[src/rtl/sdram_port_arbiter.sv]
// Two-master SDRAM port arbiter: m0 preferred, m1 guaranteed a grant after MAX_STREAK m0 wins.
// Latency: grant 1 cycle after valid; completion pulse 1 cycle after s_ready; masters stall until their pulse.
module sdram_port_arbiter #(
  parameter int ADDR_W     = 25,
  parameter int DATA_W     = 32,
  parameter int MAX_STREAK = 4
) (
  input  logic                clk,
  input  logic                rst,
  input  logic                m0_valid,
  input  logic [ADDR_W-1:0]   m0_addr,
  input  logic [DATA_W-1:0]   m0_wdata,
  input  logic [DATA_W/8-1:0] m0_wstrb,
  output logic                m0_ready,
  output logic [DATA_W-1:0]   m0_rdata,
  input  logic                m1_valid,
  input  logic [ADDR_W-1:0]   m1_addr,
  input  logic [DATA_W-1:0]   m1_wdata,
  input  logic [DATA_W/8-1:0] m1_wstrb,
  output logic                m1_ready,
  output logic [DATA_W-1:0]   m1_rdata,
  output logic                s_valid,
  output logic [ADDR_W-1:0]   s_addr,
  output logic [DATA_W-1:0]   s_wdata,
  output logic [DATA_W/8-1:0] s_wstrb,
  input  logic                s_ready,
  input  logic [DATA_W-1:0]   s_rdata,
  output logic [1:0]          grant
);

  typedef enum logic [1:0] {IDLE, BUSY, RESP} state_t;

  state_t     state;
  logic [3:0] streak;
  logic       pick_m1;

  // m1 wins outright when alone, or when m0 has used up its allowed streak
  always_comb begin
    pick_m1 = m1_valid && (!m0_valid || (streak == 4'(MAX_STREAK)));
  end

  always_ff @(posedge clk) begin
    if (rst) begin
      state    <= IDLE;
      streak   <= '0;
      s_valid  <= 1'b0;
      s_addr   <= '0;
      s_wdata  <= '0;
      s_wstrb  <= '0;
      grant    <= 2'b00;
      m0_ready <= 1'b0;
      m1_ready <= 1'b0;
      m0_rdata <= '0;
      m1_rdata <= '0;
    end else begin
      case (state)
        IDLE: begin
          if (m0_valid || m1_valid) begin
            state   <= BUSY;
            s_valid <= 1'b1;
            grant   <= pick_m1 ? 2'b10 : 2'b01;
            s_addr  <= pick_m1 ? m1_addr  : m0_addr;
            s_wdata <= pick_m1 ? m1_wdata : m0_wdata;
            s_wstrb <= pick_m1 ? m1_wstrb : m0_wstrb;
            if (pick_m1 || !m1_valid)
              streak <= '0;
            else if (streak != 4'(MAX_STREAK))
              streak <= streak + 4'd1;
          end
        end
        BUSY: begin
          if (s_ready) begin
            state   <= RESP;
            s_valid <= 1'b0;
            if (grant[1]) begin
              m1_rdata <= s_rdata;
              m1_ready <= 1'b1;
            end else begin
              m0_rdata <= s_rdata;
              m0_ready <= 1'b1;
            end
          end
        end
        RESP: begin
          state    <= IDLE;
          grant    <= 2'b00;
          m0_ready <= 1'b0;
          m1_ready <= 1'b0;
        end
        default: state <= IDLE;
      endcase
    end
  end

endmodule

[config.mk]
export PLATFORM = sky130hd
export DESIGN_NAME = sdram_port_arbiter
export DESIGN_NICKNAME = d
export VERILOG_FILES = /design/src/rtl/sdram_port_arbiter.sv
export SDC_FILE = /design/constraint.sdc
export NUM_CORES = 1
export LEC_CHECK = 0
export BUFFER_PORTS_ARGS = -buffer_cell sky130_fd_sc_hd__buf_2
export CORE_MARGIN = 10
export CORE_UTILIZATION = 29
export DETAILED_ROUTE_END_ITERATION = 6
export MAX_ROUTING_LAYER = met4
export SLEW_MARGIN = 20
export SYNTH_ARGS = -nofsm -noshare
export SYNTH_HDL_FRONTEND = slang
export SYNTH_SLANG_ARGS = --single-unit
[constraint.sdc]
create_clock -name clk -period 1.7 [get_ports clk]
set_input_delay 0.34 -clock clk [delete_from_list [all_inputs] [get_ports clk]]
set_output_delay 0.34 -clock clk [all_outputs]
set_load 0.03 [all_outputs]
## After elaboration in Yosys (flattened, before gate mapping)

Cells that the tools add are included.

- Output and inout port bits: 130
- Logic and storage cells: 61
- Input bits: 159
- Register bits after elaboration: 136

- Reduce and logical (&&, ||, !) cells: 20
- Bitwise operators: 1
- Equal/unequal tests: 8
- Add/subtract/negate cells: 1
- Mux-type cells: 20

Operators with widths:

| operator | number |
|---|---|
| 32-bit two-way mux | 1 |
| 25-bit two-way mux | 1 |
| 3-bit AND reduction | 6 |
| 4-bit two-way mux | 3 |
| 2-bit two-way mux | 4 |
| 2-bit != test (second input constant) | 4 |
| 2-bit one-hot mux with 2 select lines | 2 |
| 2-bit nonzero test | 4 |
| 1-bit two-way mux | 6 |
| 1-bit one-hot mux with 2 select lines | 3 |
| 2-bit AND reduction | 3 |
| 4-bit by 1-bit adder with 4-bit output (second input constant) | 1 |
| 4-bit by 3-bit equality test with 1-bit output (second input constant) | 1 |
| 4-bit by 3-bit != test with 1-bit output (second input constant) | 1 |
| 1-bit logical OR | 3 |
| 2-bit by 1-bit equality test with 1-bit output (second input constant) | 1 |
| 2-bit equality test (second input constant) | 1 |
| 1-bit logical NOT | 2 |
| 2-bit logical NOT | 1 |
| 1-bit logical AND | 1 |
| 1-bit inverter | 1 |

## Longest topological paths before layout

Gate-level depths: netlist (run 1).

- Word-level depth: 6
- Gate-level depth with buffers: 7
- Gate-level depth less buffers: 5

## Worst setup path before layout (run 1)

OpenSTA, ideal clock, no wires.

- Path kind: reg-to-reg
- From: reg streak[0]
- To: reg s_wdata[0]
- Period minus slack after synthesis: 1.816 ns
- Required time: 1.578 ns
- Arrival time: 1.694 ns
- Setup time: 0.122 ns
- Buffers on the path: 2
- Cell stages (with the launch flop): 8
- Slack: -0.116 ns
- Cells stage by stage: dfxtp_1 > inv_1 > ha_1 > nand3b_1 > buf_2 > buf_1 > a211oi_2 > a221o_1

- Longest elaborated chain between the ends: 4

Ends and longest elaborated chain:

| item | line | RTL |
|---|---|---|
| from (decl) | 34 | `logic [3:0] streak;` |
| from (signal assigned) | 68 | `streak <= streak + 4'd1;` |
| 4-bit by 3-bit equality test with 1-bit output | 39 | `pick_m1 = m1_valid && (!m0_valid \|\| (streak == 4'(MAX_STREAK)));` |
| 1-bit logical OR | 39 |  |
| 1-bit logical AND | 39 |  |
| 32-bit two-way mux | 63 | `s_wdata <= pick_m1 ? m1_wdata : m0_wdata;` |
| to (signal assigned) | 63 |  |
| to (decl) | 24 | `output logic [DATA_W-1:0] s_wdata,` |

No other way between the ends.
A chain may end at the register's enable or synchronous reset.

## Worst setup path after layout (run 1)

- From: reg streak[0]
- To: reg s_wdata[29]

Same word-level chain as after synthesis.

==> run_results.csv, run 1 <==
group,metric,value,unit
die,fp-row-count,50,
worst_setup_path,critPathTopFamily,"compound AO/OA/AOI/OAI gates",
flow_run,drv_cap,0,
global_routing,grt_pass1_vias,5560,
cts,clock_path_buffers,2,
cts,htreeDepth,4,
worst_setup_path,path_depth,6,
cts,path_clk_slew,0.07,ns
logic_synthesis,synth_cell_types,33,
logic_synthesis,syn_nets,786,
worst_setup_path,worstPathRequired,2.00,ns
cells_and_area,seq_area,0.002724,sq mm
cells_and_area,postLayoutCellArea,0.008135,sq mm
detailed_routing,initialDrtViolationCount,314,
worst_setup_path,cpMaxStageDelayCell,"o2111a_2",
timing,final_max_slew_viol_count,0,
cells_and_area,layout.nets,1070,
global_routing,grt_max_degree,62,
worst_setup_path,critPathMaxFanout,16,
global_routing,grt_use_total,15.78,%
timing,worst_pin_slew,0.4265,ns
logic_synthesis,yosys-top-cells-area,"dfxtp_1 49%, a221o_1 11%, nand2_1 8.7%",
outcome,outcome,"finished clean",
cells_and_area,multi_input_area,0.002336,sq mm
timing,hold_viol,0,
cts,cts_tree,"done",
cells_and_area,fin_util,43.20,%
power_and_ir_drop,p_per_area,1083,mW/mm^2
timing,finClkSkew,0.01288,ns
logic_synthesis,synth_area_leader_cell,"dfxtp_1",
detailed_routing,first_pass_iters,5,
power_and_ir_drop,switching_share,30.11,%
place,place_area,0.007378,sq mm
die,start_util,29.63,%
detailed_routing,routed_wl,21.12,mm
cts,cts_made_buffers,17,
power_and_ir_drop,p_clk_share,44.1,%
worst_setup_path,startpoint_type,"flop",
die,dieArea,0.02519,sq mm
worst_setup_path,path_class,"flop to flop",
cells_and_area,fillers,1882,
timing,slew_headroom,71.56,%
worst_setup_path,cp_cell_sequence,"inv_2, ha_1, nand3b_1, o2111a_2, buf_12, a221o_1",
timing,rsz0062_at_grt,"yes",
logic_synthesis,netlist_area,0.005580,sq mm
global_routing,grt_pass1_wl,31.39,mm
cts,ctsHoldBuffers,0,
place,port_buffers,288,
cts,clkLatencyLatePin,0.42,ns
detailed_routing,drc,0,
logic_synthesis,synth_top_area_share,48.79,%
worst_setup_path,crit_start,"streak[0]$_SDFFE_PP0P_",
cts,cts_sinks,136,
min_path,hold-path-cell-count,2,
logic_synthesis,ys_warn_count,0,
logic_synthesis,ys_seq_area_share,48.79,%
global_routing,gr-total-overflow,0,
timing,max_clock_freq,0.5992,GHz
detailed_routing,vias_per_cell,4.775,
timing,period_minus_slack,1.669,ns
global_routing,antenna_found_initial,1,
power_and_ir_drop,power_frac_comb,16.4,%
place,hpwl,14.73,mm
logic_synthesis,syn_area_per_cell,8.929,sq um
power_and_ir_drop,switchingPower,0.002654,W
place,placedCellCount,1141,
power_and_ir_drop,p_int,0.006159,W
place,routabilityCongestion,0.8008,
worst_setup_path,crit-reg2reg-launch,"streak[0]$_SDFFE_PP0P_",
worst_setup_path,reg2reg_depth,6,
die,ios,289,
timing,setup_viol,0,
min_path,min_from,"m0_wdata[18]",
power_and_ir_drop,p_seq_share,39.5,%
min_path,hold_class,"input pin to flop",
worst_setup_path,path_buf_inv,2,
cts,cts_root_buf,"clkbuf_16",
worst_setup_path,endpoint_kind,"flop",
cells_and_area,stdcell_count,1183,
detailed_routing,routedWlPerCell,17.85,um
worst_setup_path,worst-endpoint-arrival,1.97,ns
logic_synthesis,synth-seq-cells,136,
power_and_ir_drop,finalPower,0.008813,W
worst_setup_path,max_stage_delay,0.41,ns
detailed_routing,postRouteAntennaNets,0,
place,place_ws,0.009928,ns
detailed_routing,vias,5649,
logic_synthesis,synth_cells,625,
power_and_ir_drop,p_leak,3.822,nW
die,dieHeight,158.7,um
cells_and_area,areaGrowthSynthToFinish,45.78,%
die,die_x,158.7,um
cells_and_area,layout-drive-gt1-share,42.30,%
timing,finalCritPeriodShare,98.17,%
timing,finalWorstSetupSlack,0.03119,ns
die,core_area,0.01883,sq mm
power_and_ir_drop,vdd_drop_max,830.1,uV
state kept, by name, summed over array words and instances (netlist names):
name	cells
m0_ready	1
grant	2
m1_rdata	32
state	2
streak	4
s_wstrb	4
s_valid	1
s_addr	25
s_wdata	32
m0_rdata	32
m1_ready	1
power groups by stage:
stage                     Clock (W)  Combinational, W  Sequential (W)
final                       0.00388           0.00145         0.00348
after global routing        0.00411           0.00156         0.00350
after CTS                   0.00398           0.00143         0.00348
after detailed placement          0           0.00142         0.00355
after global placement            0           0.00142         0.00355
after floorplan                   0          0.000477         0.00391
cell usage in the layout, fill, tap and decap left out, drive strengths merged:
cell      netlist  routed
buf            22     323
dfxtp         136     136
nand2         130     130
inv            66      76
a21oi          70      70
a211oi         62      62
a221o          61      61
clkbuf         39      20
nor2            6       6
o21ai           4       4
a22oi           4       4
nand3           3       3
or2             2       2
nand3b          2       2
o31ai           2       2
or4             2       2
ha              2       2
bufinv          0       2
clkinv          0       2
diode           0       1
and4b           1       1
nand4b          1       1
nor4bb          1       1
nand4bb         1       1
o2111a          1       1
or4b            1       1
o211ai          1       1
or3b            1       1
nand4           1       1
nand2b          1       1
a21boi          1       1
o211a           1       1
clkinvlp        0       1
worst reg2reg max path: stages (launching register included):
cell	delay, ns
dfxtp_2	0.33
inv_2	0.06
ha_1	0.13
nand3b_1	0.12
o2111a_2	0.41
buf_12	0.20
a221o_1	0.31
area by class of cell:
class	instances	share of cell area [%]
diodes	1	0.03076
inverters	66	3.045
clock buffers	17	5.229
flip-flops and latches	136	33.48
multi-input cells	362	28.71
clock inverters	15	2.230
repair buffers	326	23.27
well taps	260	3.999
through the flow:
stage	hold slack [ns]	setup TNS, ns
after CTS	0.1182	0
after detailed placement	0.4448	0
after global routing	0.1226	-1.511
final	0.1354	0
after floorplan	0.4523	0
after global placement	0.4385	0
layer usage:
metal / vias up / track usage, % / part of all wire (%)
li1: 2774 / - / -
met2: 248 / 24.37 / 47
met5: - / - / 0
met3: 15 / 6.403 / 8.7
met1: 2612 / 18.71 / 44
met4: 0 / 3.954 / 0.97
synthesized netlist by cell type (all sizes together):
cell and count:
nand3b 2, inv 66, nand4b 1, a21boi 1, nand2b 1, or2 2, nand2 130, nand4 1
or4b 1, a211oi 62, nor2 6, dfxtp 136, nand4bb 1, a221o 61, o211a 1, nor4bb 1
a22oi 4, a21oi 70, o211ai 1, or3b 1, o2111a 1, nand3 3, o21ai 4, ha 2
or4 2, and4b 1, clkbuf 39, buf 22, o31ai 2
cells by family after synthesis:
family | synth area share, %
AO/OA/AOI/OAI | 29.35
adder cells (fa/ha/maj) | 0.4484
buffers and inverters | 9.843
flip-flops | 48.79
AND/OR/NAND/NOR | 11.57
worst paths after layout:
check / end / slack (ns)
min: s_wdata[18]$_SDFFE_PP0P_ / 0.14
max reg2reg: s_wdata[29]$_SDFFE_PP0P_ / 0.03
min reg2reg: m1_rdata[16]$_SDFFE_PP0P_ / 0.45
max: s_wdata[29]$_SDFFE_PP0P_ / 0.03
what timing repair did:
item | in CTS | in global routing
setup endpoints to repair | 0 | 61
buffers inserted | 0 | 3
resized for setup | 0 | 5
No activity file was read; power rests on OpenSTA's default activity.
==> run 2, diff against run 1 <==
==> constraint.sdc (replaced) <==
create_clock -name clk -period 1.7 [get_ports clk]
set_input_delay 0.51 -clock clk [delete_from_list [all_inputs] [get_ports clk]]
set_output_delay 0.51 -clock clk [all_outputs]
set_load 0.03 [all_outputs]
==> run 2 against run 1 <==
  * Register-to-register slack about the same
  * Critical path type unchanged
  * Critical endpoint is now streak[1]$_SDFFE_PP0P_
  * First-iteration DRC count is 28% lower
  * Clock power fell by 1%
  * Utilization grew 1.3 points
  * Flip-flop and latch count did not move
==> run_results.csv, run 2 (synthesis results as in run 1) <==
group,metric,value,unit
outcome,outcome,"finished clean",
cts,cts_made_buffers,17,
power_and_ir_drop,vdd_drop_max,576.5,uV
die,fp-row-count,50,
timing,max_clock_freq,0.6029,GHz
cells_and_area,fillers,1892,
worst_setup_path,max_stage_delay,0.48,ns
cts,htreeDepth,4,
detailed_routing,postRouteAntennaNets,0,
cells_and_area,layout-drive-gt1-share,46.87,%
detailed_routing,vias_per_cell,4.715,
cts,path_clk_slew,0.06,ns
min_path,hold-path-cell-count,2,
global_routing,grt_use_total,16.12,%
cts,cts_sinks,136,
power_and_ir_drop,p_leak,3.853,nW
worst_setup_path,endpoint_kind,"flop",
worst_setup_path,path_class,"flop to flop",
global_routing,gr-total-overflow,0,
timing,worst_pin_slew,0.6885,ns
worst_setup_path,r2r_slack,0.04,ns
timing,slew_headroom,54.10,%
worst_setup_path,worst-endpoint-arrival,1.91,ns
detailed_routing,routedWlPerCell,17.57,um
flow_run,drv_cap,0,
place,routabilityCongestion,0.7857,
timing,rsz0062_at_grt,"yes",
cells_and_area,layout.nets,1076,
place,hpwl,15.41,mm
timing,period_minus_slack,1.659,ns
worst_setup_path,critPathMaxFanout,10,
die,dieArea,0.02519,sq mm
worst_setup_path,crit-reg2reg-launch,"state[1]$_SDFFE_PP0P_",
cells_and_area,areaGrowthSynthToFinish,50.27,%
worst_setup_path,cp_cell_sequence,"buf_4, or2_2, o21ai_0, a22oi_1",
timing,final_max_slew_viol_count,0,
worst_setup_path,crit_start,"state[1]$_SDFFE_PP0P_",
cells_and_area,reg.largest.list,"m0_rdata: 32 flops, m1_rdata: 32 flops, s_wdata: 32 flops",
timing,finClkSkew,0.01453,ns
timing,hold_viol,0,
timing,setup_viol,0,
global_routing,antenna_found_initial,1,
worst_setup_path,r2r_end,"streak[1]$_SDFFE_PP0P_",
cts,clkLatencyLatePin,0.41,ns
worst_setup_path,cpMaxStageDelayCell,"o21ai_0",
cts,cts_tree,"done",
min_path,hold_class,"input pin to flop",
min_path,min_from,"m0_addr[9]",
timing,finalWorstSetupSlack,0.04143,ns
die,start_util,29.63,%
place,port_buffers,288,
min_path,hold_end,"s_addr[9]$_SDFFE_PP0P_",
die,dieHeight,158.7,um
die,core_area,0.01883,sq mm
cts,clock_path_buffers,2,
worst_setup_path,reg2reg_depth,4,
timing,whs,0.3151,ns
detailed_routing,routed_wl,20.86,mm
timing,finalCritPeriodShare,97.56,%
worst_setup_path,startpoint_type,"flop",
detailed_routing,initialDrtViolationCount,227,
place,place_ws,-0.1484,ns
global_routing,grt_pass1_vias,5835,
die,ios,289,
cts,cts_root_buf,"clkbuf_16",
global_routing,grt_max_degree,67,
global_routing,grt_pass1_wl,31.93,mm
cts,ctsHoldBuffers,0,
detailed_routing,drc,0,
detailed_routing,first_pass_iters,4,
die,die_x,158.7,um
detailed_routing,vias,5597,
cells_and_area,final_cell_mix,"286 x buf_2, 134 x dfxtp_1, 130 x nand2_1",
power_and_ir_drop,p_per_area,1051,mW/mm^2
worst_setup_path,worstPathRequired,1.95,ns
cells_and_area,final_common_cell,"buf_2",
[run 2: how the worst max path moves through the flow]
stage	slack (ns)	depth (start not counted)	end
floorplan	-0.06	6	s_addr[17]$_SDFFE_PP0P_
global placement	-0.13	5	s_addr[5]$_SDFFE_PP0P_
detailed placement	-0.15	5	s_addr[12]$_SDFFE_PP0P_
CTS	0.002	1	grant[1]
global route	-0.01	6	s_wdata[24]$_SDFFE_PP0P_
finish	0.04	4	streak[1]$_SDFFE_PP0P_
[run 2: layout make-up]
cell class | count | area, sq um | share of cell area [%]
diodes | 1 | 2.502 | 0.02984
inverters | 66 | 247.7 | 2.954
multi-input cells | 362 | 2539 | 30.27
flip-flops and latches | 136 | 2725 | 32.50
clock inverters | 10 | 142.6 | 1.701
repair buffers | 332 | 1937 | 23.10
clock buffers | 20 | 466.7 | 5.566
well taps | 260 | 325.3 | 3.879
[run 2: per-stage QoR]
| step | util [%] | instances | total power (W) | area, sq um | setup TNS (ns) |
|---|---|---|---|---|---|
| CTS | 44.12 | 1183 | 0.008932 | 8308 | 0 |
| detailed placement | 40.88 | 1153 | 0.005045 | 7699 | -7.870 |
| global route | 44.53 | 1187 | 0.009231 | 8386 | -0.07981 |
| finish | 44.53 | 1187 | 0.008816 | 8386 | 0 |
| floorplan | - | 625 | 0.004432 | 5802 | -3.364 |
| global placement | 40.88 | 1153 | 0.005038 | 7699 | -6.749 |
[run 2: repair_timing]
item	CTS	global route
resized for setup	0	6
buffers inserted	0	1
setup endpoints to repair	0	9
[run 2: worst max-delay path, delay by kind of cell (launching register included)]
family	cells	cell delay, ns
and+or+nand+nor	1	0.36
DFF	1	0.31
AOI/OAI and AO/OA	2	0.66
buffers and inverters	1	0.17
[run 2: routing by layer]
| metal | GRT usage (%) | up-vias | share of wire (%) |
|---|---|---|---|
| met1 | 19.54 | 2569 | 44 |
| met2 | 25.00 | 237 | 47 |
| li1 | - | 2775 | - |
| met3 | 5.061 | 16 | 7.5 |
| met5 | - | - | 0 |
| met4 | 5.102 | 0 | 1.2 |
[run 2: power breakdown]
part / switching, W / total [W] / internal (W)
Clock: 0.00141 / 0.00383 / 0.00242
Combinational: 0.000939 / 0.00150 / 0.000562
Sequential: 0.000102 / 0.00349 / 0.00339
